`config.mk`:
```
export PLATFORM = sky130hd
export DESIGN_NAME = qtcore_scan_responder
export DESIGN_NICKNAME = d
export VERILOG_FILES = /design/src/rtl/qtcore_pkg.sv /design/src/rtl/qtcore_scan_shadow_reg.sv /design/src/rtl/qtcore_scan_responder.sv
export SDC_FILE = /design/constraint.sdc
export NUM_CORES = 1
export LEC_CHECK = 0
export ABC_AREA = 1
export CAP_MARGIN = 15
export CORE_ASPECT_RATIO = 1.75
export CORE_MARGIN = 2
export CORE_UTILIZATION = 40
export DETAILED_ROUTE_END_ITERATION = 10
export PLACE_DENSITY = 0.79
export SETUP_SLACK_MARGIN = 0.02
export SYNTH_ARGS = -nofsm -noshare
export SYNTH_HDL_FRONTEND = slang
export SYNTH_SLANG_ARGS = --single-unit
```
`constraint.sdc`:
```
create_clock -name clk -period 4.1 [get_ports clk]
set_input_delay 0.82 -clock clk [delete_from_list [all_inputs] [get_ports clk]]
set_output_delay 0.82 -clock clk [all_outputs]
set_load 0.01 [all_outputs]
```
`src/rtl/qtcore_pkg.sv`:
```
// qtcore_pkg: scan chain field layout, memory size and scan FSM states shared by the qtcore scan logic.
package qtcore_pkg;
  localparam int STATE_LSB = 0;
  localparam int STATE_W = 3;
  localparam int PC_LSB = 3;
  localparam int PC_W = 5;
  localparam int IR_LSB = 8;
  localparam int ACC_LSB = 16;
  localparam int MEM_LSB = 24;
  localparam int MEM_BYTES = 17;
  typedef enum logic [1:0] {
    IDLE = 2'd0,
    SHIFT = 2'd1,
    COMMIT = 2'd2
  } scan_state_t;
endpackage

```
`src/rtl/qtcore_scan_shadow_reg.sv`:
```
// scan_shadow_reg: N-bit register with parallel load, shift-left with serial in, and hold.
module scan_shadow_reg #(
  parameter int N = 160
) (
  input  logic         clk,
  input  logic         rst,
  input  logic         load,
  input  logic         shift,
  input  logic [N-1:0] din,
  input  logic         sin,
  output logic [N-1:0] q
);
  always_ff @(posedge clk)
    if (rst) q <= '0;
    else if (load) q <= din;
    else if (shift) q <= {q[N-2:0], sin};
endmodule

```
`src/rtl/qtcore_scan_responder.sv`:
```
// qtcore_scan_responder: chip-side scan responder; shifts a shadow core image and commits it only on an exact-length frame.
module qtcore_scan_responder
  import qtcore_pkg::*;
#(
  parameter int MEM_BYTES = qtcore_pkg::MEM_BYTES,
  localparam int SCAN_CHAIN_SIZE = 24 + 8 * MEM_BYTES,
  localparam int CNT_W = $clog2(SCAN_CHAIN_SIZE + 2)
) (
  input  logic                       clk,
  input  logic                       rst,
  input  logic                       scan_enable,
  input  logic                       scan_in,
  output logic                       scan_out,
  input  logic                       halt,
  input  logic [SCAN_CHAIN_SIZE-1:0] live_image,
  output logic [SCAN_CHAIN_SIZE-1:0] load_data,
  output logic                       load_valid,
  output logic                       frame_err,
  output logic                       busy
);
  localparam logic [CNT_W-1:0] FULL = CNT_W'(SCAN_CHAIN_SIZE);
  localparam logic [CNT_W-1:0] SAT = CNT_W'(SCAN_CHAIN_SIZE + 1);
  scan_state_t state, state_next;
  logic [CNT_W-1:0] count, count_next;
  logic load, shift;
  scan_shadow_reg #(.N(SCAN_CHAIN_SIZE)) u_shadow (
    .clk(clk),
    .rst(rst),
    .load(load),
    .shift(shift),
    .din(live_image),
    .sin(scan_in),
    .q(load_data)
  );
  always_ff @(posedge clk)
    if (rst) begin
      state <= IDLE;
      count <= '0;
    end else begin
      state <= state_next;
      count <= count_next;
    end
  always_comb begin
    state_next = state;
    count_next = count;
    load = 1'b0;
    shift = 1'b0;
    load_valid = 1'b0;
    frame_err = 1'b0;
    busy = state != IDLE;
    case (state)
      IDLE: begin
        load = !scan_enable;
        shift = scan_enable;
        count_next = scan_enable ? CNT_W'(1) : count;
        state_next = scan_enable ? SHIFT : IDLE;
      end
      SHIFT: begin
        shift = scan_enable;
        count_next = !scan_enable || count == SAT ? count : count + 1'b1;
        state_next = scan_enable ? SHIFT : COMMIT;
      end
      COMMIT: begin
        load_valid = count == FULL;
        frame_err = count != FULL;
        // a new frame may start in the commit cycle without dropping its first bit
        shift = scan_enable;
        count_next = scan_enable ? CNT_W'(1) : count;
        state_next = scan_enable ? SHIFT : IDLE;
      end
      default: state_next = IDLE;
    endcase
  end
  // scan_out is shared with halt whenever no frame is in flight
  assign scan_out = (scan_enable || state == SHIFT) ? load_data[SCAN_CHAIN_SIZE-1] : halt;
endmodule

```
Word-level counts from Yosys, hierarchy flattened:

Index checks and enable logic that the tools add are counted.

* bits in registers: 170
* input port bits: 165
* output and inout port bits: 164
* word-level logic and storage cells: 34

* add/subtract/negate cells: 1
* eq/ne operators: 7
* mux-type cells: 13
* reductions and logical operators: 10

Operator list (number)
* 2-to-1 mux 160 bit: 2
* equality test 8 bit (second input constant): 2
* 2-to-1 mux 8 bit: 2
* one-hot mux 8 bit (2 select lines): 1
* adder 8 x 1 -> 8 bit (second input constant): 1
* != test 8 bit (second input constant): 1
* 2-to-1 mux 1 bit: 6
* nonzero test 2 bit: 3
* one-hot mux 2 bit (2 select lines): 1
* AND reduction 3 bit: 1
* OR reduction 3 bit: 1
* equality test 2 x 1 -> 1 bit (second input constant): 1
* equality test 2 bit (second input constant): 1
* zero test 2 bit: 1
* logical OR 1 bit: 2
* 2-to-1 mux 2 bit: 1
* != test 2 x 1 -> 1 bit (second input constant): 1
* != test 2 bit (second input constant): 1
* OR reduction 2 bit: 1
* zero test 1 bit: 1

Depth between registers and ports, before layout:

* depth after elaboration: 5
* depth in mapped cells: 9
* mapped depth without buffers: 9

By module:

A second synthesis with hierarchy kept.

* cell total of the unflattened synthesis: 1314
* area, all modules: 8318.0 um2

By module, submodules not included
* scan_shadow_reg: times used 1, cells each 1212, area each 7661.1 um2, seq. area each 3203.1 um2
* qtcore_scan_responder: times used 1, cells each 102, area each 656.9 um2, seq. area each 200.2 um2

Least setup slack after synthesis:

No wires, ideal clock.

* path kind: input -> output
* from: input port scan_enable
* to: output port scan_out
* arrival: 1201 ps
* required time: 3280 ps
* slack: 2079 ps
* cell stages on the path: 3
* path buffers: 0
* path through: inv_2 > a21oi_1 > a31oi_1

* cells in the longest elaborated chain, start to end: 2

RTL lines
* from (decl): RTL line qtcore_scan_responder.sv:11 `input logic scan_enable,`
* logical OR 1 bit: RTL line qtcore_scan_responder.sv:75 `assign scan_out = (scan_enable || state == SHIFT) ? load_data[SCAN_CHAIN_SIZE-1] : halt;`
* 2-to-1 mux 1 bit: RTL line qtcore_scan_responder.sv:75
* to (decl): RTL line qtcore_scan_responder.sv:13 `output logic scan_out,`

Every way passes these cells.

Worst setup path in the final report:

Ends and elaborated chain as after synthesis.

==> impl_results.md <==
* Status: completed
* Placer Congestion at 0.836
* Layout cells sized above 1 at 0.0321
* CTS Hold Buffers Added at 0
* Clk buf depth at 2
* Vias/cell at 4.94
* Post_cts resized at 0
* Arrival time worst endpoint at 2.24 ns
* Peak VDD IR at 0.316 mV
* Top cell type by total area after synthesis: dfxtp_1
* Fin. Hold Viols at 0
* CP Launch Type: primary input
* Residual DRC at 0
* Initial cell density of the core at 0.403
* Clock Skews at 0.00792 ns
* Die Span Y at 190 µm
* Core area at 0.0196 mm²
* Critical path required time at 3.28 ns
* Flops & latches, synth at 170
* Drt first pass iters at 5
* CP Capture Type: output pin
* Final Util at 0.601
* Buffers on Ports at about 330
* Post-synth top area share at 0.431
* CTS clk-pin slew, worst paths at 0.06 ns
* CTS root buffer: clkbuf_16
* RSZ-0062 raised after global routing: false
* Syn_nets at 1,317
* Area of the mapped netlist at 0.00789 mm²
* Worst slew pin tran at 0.703 ns
* Post-CTS Setup Inserts at 0
* Ratio of final minimum period to clock period at 0.746
* I/O pins at 329
* Depth of the CTS H-tree at 4
* Slew Limit Headroom at 0.531
* Non-filler cells, final at 1,680
* Most common cell after layout, fill and taps aside: clkdlybuf4s50_1
* Via count at ~8,300
* Total GRT Usage at 0.221
* Setup_tns at 0 ns
* Number of buffers created by CTS at 17
* Post-Syn Area per Cell at 6.87 µm²
* Die ar. at 0.0209 mm²
* Fmax at 327 MHz
* Kind of critical path: in2out
* TritonCTS clock tree: yes
* First-pass GRT wire length at 36,100 µm
* Avg WL per Cell at 14.3 µm
* Crit path max fanout at 4
* Leakage at 4.87 nW
* Commonest non-fill, non-tap cells in the layout: clkdlybuf4s50_1, nand2_1, inv_1, dfxtp_1
* Initial antenna violation count at 1
* Cells after DPL at 1,647
* Post-DRT Antenna Nets at 0
* Fin nets at 1,589
* Worst hold path class: reg2reg
* Syn Inst Count at between 1,000 and 1,500
* Die Wd at 110 µm
* Layout area overhead at 49.0%
* Max Slew Vio Count at 0
* FP Rows at 68
* Cell variety after synth at 21
* GRT overflow at 0
* Largest net degree at the start of global routing at 171
* PwrDens at about 390 mW/mm²
* Seq/Total Area, Yosys at 0.431
* Vias in the first global route at roughly 7,500
* DRT iter0 DRCs at 450
* Ys Warns at 0
* DP Wirelength at roughly 17,000 µm
* Tmin final at between 3 and 4 ns
* Worst skew pair latency at 0.43 ns
* WL final at between 20,000 and 25,000 µm
* CTS sink count at 170
* Setup-failing EPs final at 0
* Max-cap violations at 0
* Hold slack at 0.509 ns
* Fill cell count at 1,808
* Most area-consuming cells after synthesis: dfxtp_1, a21oi_1, o21ai_0
-- registers in the layout, indices dropped and copies added (netlist names) --
name        flops
count           8
state           2
u_shadow.q    160
-- synthesized netlist by cell type, drive strengths merged --
library cell and n:
a31oi 1, dfxtp 170, o21ai 321, clkbuf 19, nor2 17, nor3 4, buf 69, a21oi 166
and3 1, nand2 190, ha 3, nor3b 1, nand4 5, nand3 5, inv 177
-- worst max-delay path, stage by stage --
cell and delay (ns):
clkdlybuf4s50_1 0.46, inv_2 0.17, a21oi_1 0.09, a31oi_1 0.14
clkdlybuf4s50_1 0.55
-- metal layers --
metal  global-route usage  routed length, µm  part of all wire
met2                0.399              12500              0.52
met3               0.0538               1450             0.060
met5                    0                  0                 0
met1                0.228               9080              0.38
met4                0.116               1080             0.045
-- kinds of logic after synthesis --
family	count (synthesis)	share of synthesized area
AO/OA/AOI/OAI	488	0.311
buffers and inverters	265	0.142
AND/OR/NAND/NOR	223	0.111
flip-flops	170	0.431
adder cells (fa/ha/maj)	3	0.00476
-- final cells by class --
| cell class | instances | area [µm²] | share of cell area |
|---|---|---|---|
| Timing Repair Buffer | 341 | 3440 | 0.293 |
| Antenna cell | 1 | 2.50 | 0.000213 |
| Sequential cell | 170 | 3400 | 0.290 |
| Clock inverter | 6 | 38.8 | 0.00330 |
| Tap cell | 245 | 307 | 0.0261 |
| Clock buffer | 26 | 499 | 0.0425 |
| Multi-Input combinational cell | 714 | 3390 | 0.289 |
| Inverter | 177 | 667 | 0.0567 |
-- power breakdown --
part           internal [mW]  total [mW]  switching [mW]
clock                  0.838        1.49           0.654
sequential              1.81        1.94           0.128
combinational          0.582        1.10           0.519
total                   3.23        4.53            1.30
-- worst paths after layout --
kind / start / slack [ns] / to / cells after the start
hold reg to reg: count[7]$_SDFFE_PP0P_ / 0.51 / count[7]$_SDFFE_PP0P_ / 2
hold / removal: count[7]$_SDFFE_PP0P_ / 0.51 / count[7]$_SDFFE_PP0P_ / 2
setup reg to reg: state[0]$_SDFF_PP0_ / 1.58 / u_shadow.q[137]$_SDFFE_PP0P_ / 6
setup / recovery: scan_enable / 1.04 / scan_out / 5
-- through the flow --
stage               setup slack [ns]  cell area, µm²  power [mW]
floorplan                       2.08            7890        2.49
global placement                1.05           11200        3.05
detailed placement              1.01           11200        3.07
CTS                             1.04           11800        4.57
global route                   0.975           11800        4.76
finish                          1.04           11800        4.53
Note: power is estimated with default switching activity, not from simulation.
==> RTL change: new RTL, same flow settings <==
Add an input register stage for `scan_enable`, `scan_in`, `halt` and `live_image`, without a reset; this delays them by one clock.
--- a/src/rtl/qtcore_scan_responder.sv
+++ b/src/rtl/qtcore_scan_responder.sv
@@ -20,6 +20,19 @@
 );
   localparam logic [CNT_W-1:0] FULL = CNT_W'(SCAN_CHAIN_SIZE);
   localparam logic [CNT_W-1:0] SAT = CNT_W'(SCAN_CHAIN_SIZE + 1);
+
+  logic scan_enable_q;
+  logic scan_q;
+  logic halt_q;
+  logic [SCAN_CHAIN_SIZE-1:0] live_image_q;
+
+  always_ff @(posedge clk) begin
+    scan_enable_q <= scan_enable;
+    scan_q        <= scan_in;
+    halt_q        <= halt;
+    live_image_q  <= live_image;
+  end
+
   scan_state_t state, state_next;
   logic [CNT_W-1:0] count, count_next;
   logic load, shift;
@@ -28,8 +41,8 @@
     .rst(rst),
     .load(load),
     .shift(shift),
-    .din(live_image),
-    .sin(scan_in),
+    .din(live_image_q),
+    .sin(scan_q),
     .q(load_data)
   );
   always_ff @(posedge clk)
@@ -50,28 +63,28 @@
     busy = state != IDLE;
     case (state)
       IDLE: begin
-        load = !scan_enable;
-        shift = scan_enable;
-        count_next = scan_enable ? CNT_W'(1) : count;
-        state_next = scan_enable ? SHIFT : IDLE;
+        load = !scan_enable_q;
+        shift = scan_enable_q;
+        count_next = scan_enable_q ? CNT_W'(1) : count;
+        state_next = scan_enable_q ? SHIFT : IDLE;
       end
       SHIFT: begin
-        shift = scan_enable;
-        count_next = !scan_enable || count == SAT ? count : count + 1'b1;
-        state_next = scan_enable ? SHIFT : COMMIT;
+        shift = scan_enable_q;
+        count_next = !scan_enable_q || count == SAT ? count : count + 1'b1;
+        state_next = scan_enable_q ? SHIFT : COMMIT;
       end
       COMMIT: begin
         load_valid = count == FULL;
         frame_err = count != FULL;
         // a new frame may start in the commit cycle without dropping its first bit
-        shift = scan_enable;
-        count_next = scan_enable ? CNT_W'(1) : count;
-        state_next = scan_enable ? SHIFT : IDLE;
+        shift = scan_enable_q;
+        count_next = scan_enable_q ? CNT_W'(1) : count;
+        state_next = scan_enable_q ? SHIFT : IDLE;
       end
       default: state_next = IDLE;
     endcase
   end
   // scan_out is shared with halt whenever no frame is in flight
-  assign scan_out = (scan_enable || state == SHIFT) ? load_data[SCAN_CHAIN_SIZE-1] : halt;
+  assign scan_out = (scan_enable_q || state == SHIFT) ? load_data[SCAN_CHAIN_SIZE-1] : halt_q;
 endmodule
 
Check against the original RTL: not equivalent (Yosys sat finds a counterexample within 4 cycles, from zero or initial values and one cycle with rst high).
==> RTL change against the unedited design <==
  * Design area is 33% higher
  * Critical path depth did not move
  * Core utilization is 3.7 points lower
  * Count of clock-buffer cells in the layout is 19 higher
  * Sequential cell count is 163 higher
  * Non-clock buffer count fell by 3
  * Area after synthesis increased by 42%
  * Worst hold slack got worse by 0.036 ns
  * Worst setup slack improved by 0.18 ns
  * Critical endpoint is now load_valid
  * Power grew 68%
  * Routed wire length increased by 25%
==> RTL change: results (changes against the unedited design) <==
| Metric | Value |
|---|---|
| Routed met3 length | 1520 microns (+5.0%) |
| Met2 usage | 35.8% (-4.1 points) |
| Max_slew headroom | 45.4% (-7.8 points) |
| Wire length on met1 | 11000 microns (+21%) |
| Synth Area in Compound Gates | 21.9% (-9.2 points) |
| Sequential area share after synthesis | 59.5% (+16 points) |
| Post-layout net count | 1767 (+11%) |
| Total track usage | 19.4% (-2.6 points) |
| Int Power | 5.72 mW (+77%) |
| Synth area leaders | dfxtp_1 59%, o21ai_1 8.3%, a21oi_1 7.4% |
| Leak | 6.51 nW (+34%) |
| Max Used Layer | met5 |
| Syn Nets | 1485 (+13%) |
| H-tree Lvls | 1 (-3) |
| Status | complete, no violations |
| Initial drt markers | 498 (+11%) |
| CTS Buffer Depth | 3 (+1) |
| GRT met3 Usage | 3.77% (-1.6 points) |
| Post-synthesis cell count | 1317 (+15%) |
| Antenna violations before repair | 3 (+2) |
| Worst EP arrival | 2.06 ns (-0.18 ns) |
| Clk_skew | 0.0123 ns (+0.00442 ns) |
| First-pass GRT wire length | 45400 microns (+26%) |
| RD Place Congestion | 0.836 (about the same) |
| Dpl cells | 1940 (+18%) |
| Worst vdd ir | 0.385 mV (+22%) |
| Share of cells above drive strength 1 | 4.07% (+0.86 points) |
| GR Util met1 | 20.1% (-2.7 points) |
| DP HPWL | 20500 microns (+22%) |
| Worst-Skew Late Latency | 0.55 ns (+0.12 ns) |
| Largest net degree at the start of global routing | 104 (-39%) |
| WL/cell | 15.0 microns (+4.9%) |
| Post-Synth Adder-Cell Area | 0.335% (-0.14 points) |
## RTL change: cell count changes in the layout (fill, tap and decap cells not counted), moves of 3 or more
cell / unedited run / this run
buf_4: 8 / 5
clkbuf_16: 17 / 31
clkbuf_8: 4 / 9
clkinv_2: 3 / 7
dfxtp_1: 170 / 333
inv_1: 174 / 178
nand2_1: 188 / 191
o21ai_0: 165 / 136
o21ai_1: 156 / 185
## RTL change: path summary, 6_finish.rpt
| check | from | end | slack [ns] | depth (start not counted) |
|---|---|---|---|---|
| setup / recovery | count[5] | load_valid | 1.22 | 5 |
| hold / removal | scan_enable_q | state[1] | 0.47 | 1 |
| setup reg to reg | state[0] | u_shadow.q[72] | 1.43 | 7 |
| hold reg to reg | scan_enable_q | state[1] | 0.47 | 1 |
## RTL change: power groups by stage
stage          clock network, mW  logic (mW)  registers (mW)
6_report                    2.86        1.12            3.63
5_1_grt                     3.05        1.22            3.66
4_1_cts                     2.93        1.12            3.63
3_5_place_dp                   0        1.11            3.70
3_3_place_gp                   0        1.08            3.69
2_1_floorplan                  0       0.470            3.74
## RTL change: area by class of cell
cell class	instances	area [sq um]
clock inverters	10	104
flip-flops and latches	333	6670
well taps	373	467
diodes	1	2.50
multi-input cells	715	3390
fillers	2450	12100
inverters	181	682
clock buffers	45	918
repair buffers	338	3420
## RTL change: through the flow
step / worst slack, ns / util (%) / cell area, sq um
after CTS: 1.19 / 56.4 / 15600
after global placement: 1.47 / 52.7 / 14600
after global routing: 1.08 / 56.4 / 15700
after floorplan: 2.36 / - / 11200
final: 1.22 / 56.4 / 15700
after detailed placement: 1.41 / 52.7 / 14600
## RTL change: worst max-delay path, stage by stage (launching register included)
cell             delay (ns)
dfxtp_1                0.39
nand2_1                0.07
nor2_1                 0.19
nand4_1                0.13
nor3_1                 0.16
clkdlybuf4s50_1        0.58
